### config.mk
export PLATFORM = sky130hd
export DESIGN_NAME = vc_flow_tx
export DESIGN_NICKNAME = d
export VERILOG_FILES = /design/src/rtl/vc_flow_tx.sv
export SDC_FILE = /design/constraint.sdc
export NUM_CORES = 1
export LEC_CHECK = 0
export CORE_ASPECT_RATIO = 1.75
export CORE_MARGIN = 8
export CORE_UTILIZATION = 50
export CTS_CLUSTER_DIAMETER = 200
export DETAILED_ROUTE_END_ITERATION = 8
export GPL_TIMING_DRIVEN = 1
export PLACE_DENSITY = 0.77
export SYNTH_ARGS = -nofsm -noshare
export SYNTH_HDL_FRONTEND = slang
export SYNTH_SLANG_ARGS = --single-unit
### constraint.sdc
create_clock -name clk -period 2.9 [get_ports clk]
set_input_delay 0.435 -clock clk [delete_from_list [all_inputs] [get_ports clk]]
set_output_delay 0.435 -clock clk [all_outputs]
set_load 0.05 [all_outputs]
### src/rtl/vc_flow_tx.sv
// Two-virtual-channel transmitter in front of one switch port.
// It keeps one FIFO per VC, arbitrates round-robin and obeys per-VC pause/continue.
module vc_flow_tx #(
  parameter int BUS_SIZE   = 5,
  parameter int ADDR_WIDTH = 2
) (
  input  logic              clk,
  input  logic              reset,
  input  logic              wr_en,
  input  logic [BUS_SIZE:0] wr_data,
  input  logic              pause_vc0,
  input  logic              pause_vc1,
  input  logic              continue_vc0,
  input  logic              continue_vc1,
  output logic [BUS_SIZE:0] data_out,
  output logic              valid_out,
  output logic              full_vc0,
  output logic              full_vc1,
  output logic              idle,
  output logic              active,
  output logic              error
);

  localparam int DEPTH = 1 << ADDR_WIDTH;
  localparam int W     = BUS_SIZE + 1;
  localparam logic [ADDR_WIDTH:0] FULL_CNT = (ADDR_WIDTH + 1)'(DEPTH);

  typedef enum logic [1:0] {IDLE, SEND, STALL} state_e;

  state_e state_q, state_d;

  logic [W-1:0]                 mem_q [2][DEPTH];
  logic [1:0][ADDR_WIDTH-1:0]   wr_ptr_q, wr_ptr_d, rd_ptr_q, rd_ptr_d;
  logic [1:0][ADDR_WIDTH:0]     count_q, count_d;
  logic [1:0]                   blk_q, blk_d;
  logic                         last_vc_q, last_vc_d;
  logic [W-1:0]                 data_out_q, data_out_d;
  logic                         valid_q, valid_d;
  logic                         error_q, error_d;

  logic [1:0] pause, cont, full, elig, push, pop;
  logic       wr_vc, grant_valid, grant_vc;

  assign pause = {pause_vc1, pause_vc0};
  assign cont  = {continue_vc1, continue_vc0};
  assign wr_vc = wr_data[BUS_SIZE];

  // NOTE: every signal assigned in always_comb gets a default first, so no latch is inferred.
  always_comb begin
    full        = '0;
    elig        = '0;
    push        = '0;
    pop         = '0;
    count_d     = count_q;
    wr_ptr_d    = wr_ptr_q;
    rd_ptr_d    = rd_ptr_q;
    blk_d       = blk_q;
    for (int v = 0; v < 2; v++) begin
      full[v] = (count_q[v] == FULL_CNT);
      // Same-cycle pause already suppresses the pop, before blk catches up.
      elig[v] = (count_q[v] != '0) && !blk_q[v] && !pause[v];
      push[v] = wr_en && (wr_vc == 1'(v)) && !full[v];
      blk_d[v] = pause[v] | (blk_q[v] & ~cont[v]);
    end

    grant_valid = |elig;
    grant_vc    = (elig == 2'b11) ? ~last_vc_q : elig[1];
    for (int v = 0; v < 2; v++) begin
      pop[v] = grant_valid && (grant_vc == 1'(v));
      if (push[v]) wr_ptr_d[v] = wr_ptr_q[v] + 1'b1;
      if (pop[v])  rd_ptr_d[v] = rd_ptr_q[v] + 1'b1;
      case ({push[v], pop[v]})
        2'b10:   count_d[v] = count_q[v] + 1'b1;
        2'b01:   count_d[v] = count_q[v] - 1'b1;
        default: count_d[v] = count_q[v];
      endcase
    end

    last_vc_d  = grant_valid ? grant_vc : last_vc_q;
    data_out_d = grant_valid ? mem_q[grant_vc][rd_ptr_q[grant_vc]] : data_out_q;
    valid_d    = grant_valid;
    // Full is judged on the pre-edge count, so a pop of the same FIFO does not make room.
    error_d    = error_q | (wr_en && full[wr_vc]);
  end

  always_comb begin
    if (grant_valid)           state_d = SEND;
    else if (count_d != '0)    state_d = STALL;
    else                       state_d = IDLE;
  end

  // NOTE: sequential state uses non-blocking assignments so all registers update together.
  always_ff @(posedge clk) begin
    if (reset) begin
      state_q    <= IDLE;
      wr_ptr_q   <= '0;
      rd_ptr_q   <= '0;
      count_q    <= '0;
      blk_q      <= '0;
      last_vc_q  <= 1'b1;
      data_out_q <= '0;
      valid_q    <= 1'b0;
      error_q    <= 1'b0;
    end else begin
      state_q    <= state_d;
      wr_ptr_q   <= wr_ptr_d;
      rd_ptr_q   <= rd_ptr_d;
      count_q    <= count_d;
      blk_q      <= blk_d;
      last_vc_q  <= last_vc_d;
      data_out_q <= data_out_d;
      valid_q    <= valid_d;
      error_q    <= error_d;
    end
  end

  // NOTE: storage is not reset; empty counts make stale entries unreachable.
  always_ff @(posedge clk) begin
    for (int v = 0; v < 2; v++) begin
      if (push[v]) mem_q[v][wr_ptr_q[v]] <= wr_data;
    end
  end

  always_comb begin
    idle   = (state_q == IDLE);
    active = (state_q == SEND);
  end

  assign data_out  = data_out_q;
  assign valid_out = valid_q;
  assign full_vc0  = full[0];
  assign full_vc1  = full[1];
  assign error     = error_q;

endmodule
==> impl_metrics.tcl <==
set metrics [dict create \
    synthFlopType "edfxtp_1" \
    syn_area_um2 3210 \
    leakagePower_nw 1.30 \
    clock_path_buffers 2 \
    cts_setup_buffers 0 \
    clockPowerShare_pct 28.1 \
    nets 289 \
    cap_violations 0 \
    cp-start-kind "primary input" \
    avgSynthCellArea_um2 13.9 \
    status "completed" \
    grt_max_degree 14 \
    io-pin-count 25 \
    hold_start "data_out[1]" \
    crit_start "pause_vc1" \
    worstPathRequired_ns 3.13 \
    grt_pass1_wl_mm 9.04 \
    worst_slew_pin_slew_ns 0.535 \
    start_util_pct 51.5 \
    grt_pass1_vias 1825 \
    num_vias 1792 \
    combPwrFrac_pct 26.3 \
    cts_tree "done" \
    critPathArrivalTime_ns 2.80 \
    worst-path-max-fanout 4 \
    synth_edf_count 48 \
    synth_seq_cells 74 \
    grt_setup_unrepaired "no" \
    clkSlewWorstSetupHoldPaths_ns 0.08 \
    area_growth_pct 15.8 \
    wire_per_inst_um 15.3 \
    yosysUniqueCellTypes 39 \
    final_util_pct 59.6 \
    fmax_mhz 390 \
    crit_path_end_kind "flip-flop" \
    maxSlewViolCount 0 \
    antenna_found_initial 0 \
    final_cell_mix "48 x edfxtp_1, 26 x dfxtp_1, 25 x nor2_1" \
    routed_wl_mm 5.34 \
    portBuffers 24 \
    coreArea_um2 6230 \
    switching_power_w 0.000884 \
    htree_levels 3 \
    postCtsHoldBufs 0 \
    chipWidth_um 76.6 \
    syn-instance-count 231 \
    period_minus_slack_ns 2.56 \
    finalCritPeriodShare_pct 88.4 \
    internal-power_w 0.00201 \
    die_h_um 122 \
    row_count 38 \
    gp_congestion 0.774 \
    ys_seq_area_share_pct 61.2 \
    critical_path_class "primary input to flip-flop" \
    min-delay-path-class "flip-flop to flip-flop" \
    drive_above_1_share_pct 16.0 \
    cts_root_buf "clkbuf_8" \
    clock-sinks 74 \
    p_seq_share_pct 45.6 \
    die-area_um2 9340 \
    fin_skew_ns 0.0102 \
    final_common_cell "edfxtp_1" \
    async_reset_ff_share_pct 0 \
    holdWs_ns 0.446 \
    powerDensity_nw_per_um2 778 \
    synth_nets 256 \
    numCtsBuffers 9 \
    cts_resized 0 \
    r2r_start "count_q[2]" \
    finalHoldViolCount 0 \
    post-dp-hpwl_mm 3.94 \
    drcViolationCount 0 \
    switching_share_pct 30.6 \
    clock_latency_ns 0.35 \
    yosysWarnings 0 \
    peakVddDrop_mv 0.445 \
    ant_nets 0 \
    vias_per_cell 5.13 \
    first_pass_iters 4 \
    setup_viol 0 \
    antenna_cells 0 \
    grt_remaining_overflow 0 \
    grt_util_all_layers_pct 12.9 \
    dr.first_iter.drc_count 89 \
    slew_headroom_pct 64.3 \
]
[power by group through the flow]
stage,clock [W],combinational [W],sequential (W)
2_1_floorplan,0,0.000524,0.00139
3_3_place_gp,0,0.000753,0.00134
3_5_place_dp,0,0.000768,0.00134
4_1_cts,0.000831,0.000772,0.00132
5_1_grt,0.000881,0.000833,0.00134
6_report,0.000812,0.000761,0.00132
[worst max-delay path, stage by stage]
cell	delay (ns)
clkdlybuf4s50_1	0.44
or2_2	0.31
a311oi_4	0.28
ha_1	0.21
inv_1	0.05
fa_1	0.37
xor2_1	0.15
nor2_1	0.11
xnor2_1	0.14
nand2_1	0.07
o31a_1	0.23
[cells in the mapped netlist (5+ instances only)]
| cell type | number | share of area, % |
|---|---|---|
| a21oi_1 | 7 | 1.1 |
| and2_1 | 8 | 1.6 |
| dfxtp_1 | 26 | 16 |
| edfxtp_1 | 48 | 45 |
| ha_1 | 10 | 3.9 |
| inv_1 | 18 | 2.1 |
| mux2i_1 | 7 | 2.2 |
| mux4_2 | 10 | 7.0 |
| nand2_1 | 11 | 1.3 |
| nor2_1 | 25 | 2.9 |
| o21ai_1 | 5 | 0.78 |
| xnor2_1 | 6 | 1.6 |
| xor2_1 | 6 | 1.6 |
[routing by layer]
metal | vias up | routed length (µm) | GRT usage [%]
met5 | - | 0 | 0
met4 | 0 | 116 | 7.87
met2 | 32 | 2930 | 22.3
met1 | 874 | 2080 | 12.8
li1 | 879 | - | -
met3 | 7 | 213 | 5.09
[final cells by class]
| type | instances | area, µm² |
|---|---|---|
| Timing Repair Buffer | 31 | 293 |
| Multi-Input combinational cell | 130 | 1090 |
| Fill cell | 510 | 2510 |
| Tap cell | 80 | 100 |
| Sequential cell | 74 | 1960 |
| Clock buffer | 13 | 159 |
| Clock inverter | 3 | 47.5 |
| Inverter | 18 | 67.6 |
[cells by family (layout without fill, tap and decap cells)]
kind of cell | count (synthesis) | after routing | synth area share (%)
xor gates and xnor gates | 12 | 12 | 3.28
DFF | 74 | 74 | 61.2
adders and majority gates | 12 | 12 | 5.15
muxes | 19 | 19 | 9.91
buffers and inverters | 27 | 65 | 4.99
and+or+nand+nor | 60 | 60 | 9.28
AOI/OAI and AO/OA | 27 | 27 | 6.24
[flip-flops by register name, indices dropped and copies added (netlist names)]
| register | count |
|---|---|
| data_out | 6 |
| rd_ptr_q | 4 |
| wr_ptr_q | 4 |
| last_vc_q | 1 |
| count_q | 6 |
| blk_q | 2 |
| error | 1 |
| mem_q | 48 |
| state_q | 2 |
[stage by stage]
stage | cell area [µm²] | power [W] | std cells | TNS (ns) | worst slack [ns]
2_1_floorplan | 3210 | 0.00192 | 231 | 0 | 0.230
3_3_place_gp | 3510 | 0.00209 | 333 | -0.00983 | -0.00983
3_5_place_dp | 3510 | 0.00211 | 333 | -0.0325 | -0.0325
4_1_cts | 3710 | 0.00292 | 349 | 0 | 0.332
5_1_grt | 3710 | 0.00305 | 349 | 0 | 0.232
6_report | 3710 | 0.00289 | 349 | 0 | 0.337
[final timing paths]
path | end | slack [ns] | cells after the start
setup / recovery | state_q[1] | 0.34 | 11
hold / removal | data_out[1] | 0.45 | 2
setup reg to reg | state_q[1] | 0.43 | 10
hold reg to reg | data_out[1] | 0.45 | 2
Note: power is estimated with default switching activity, not from simulation.
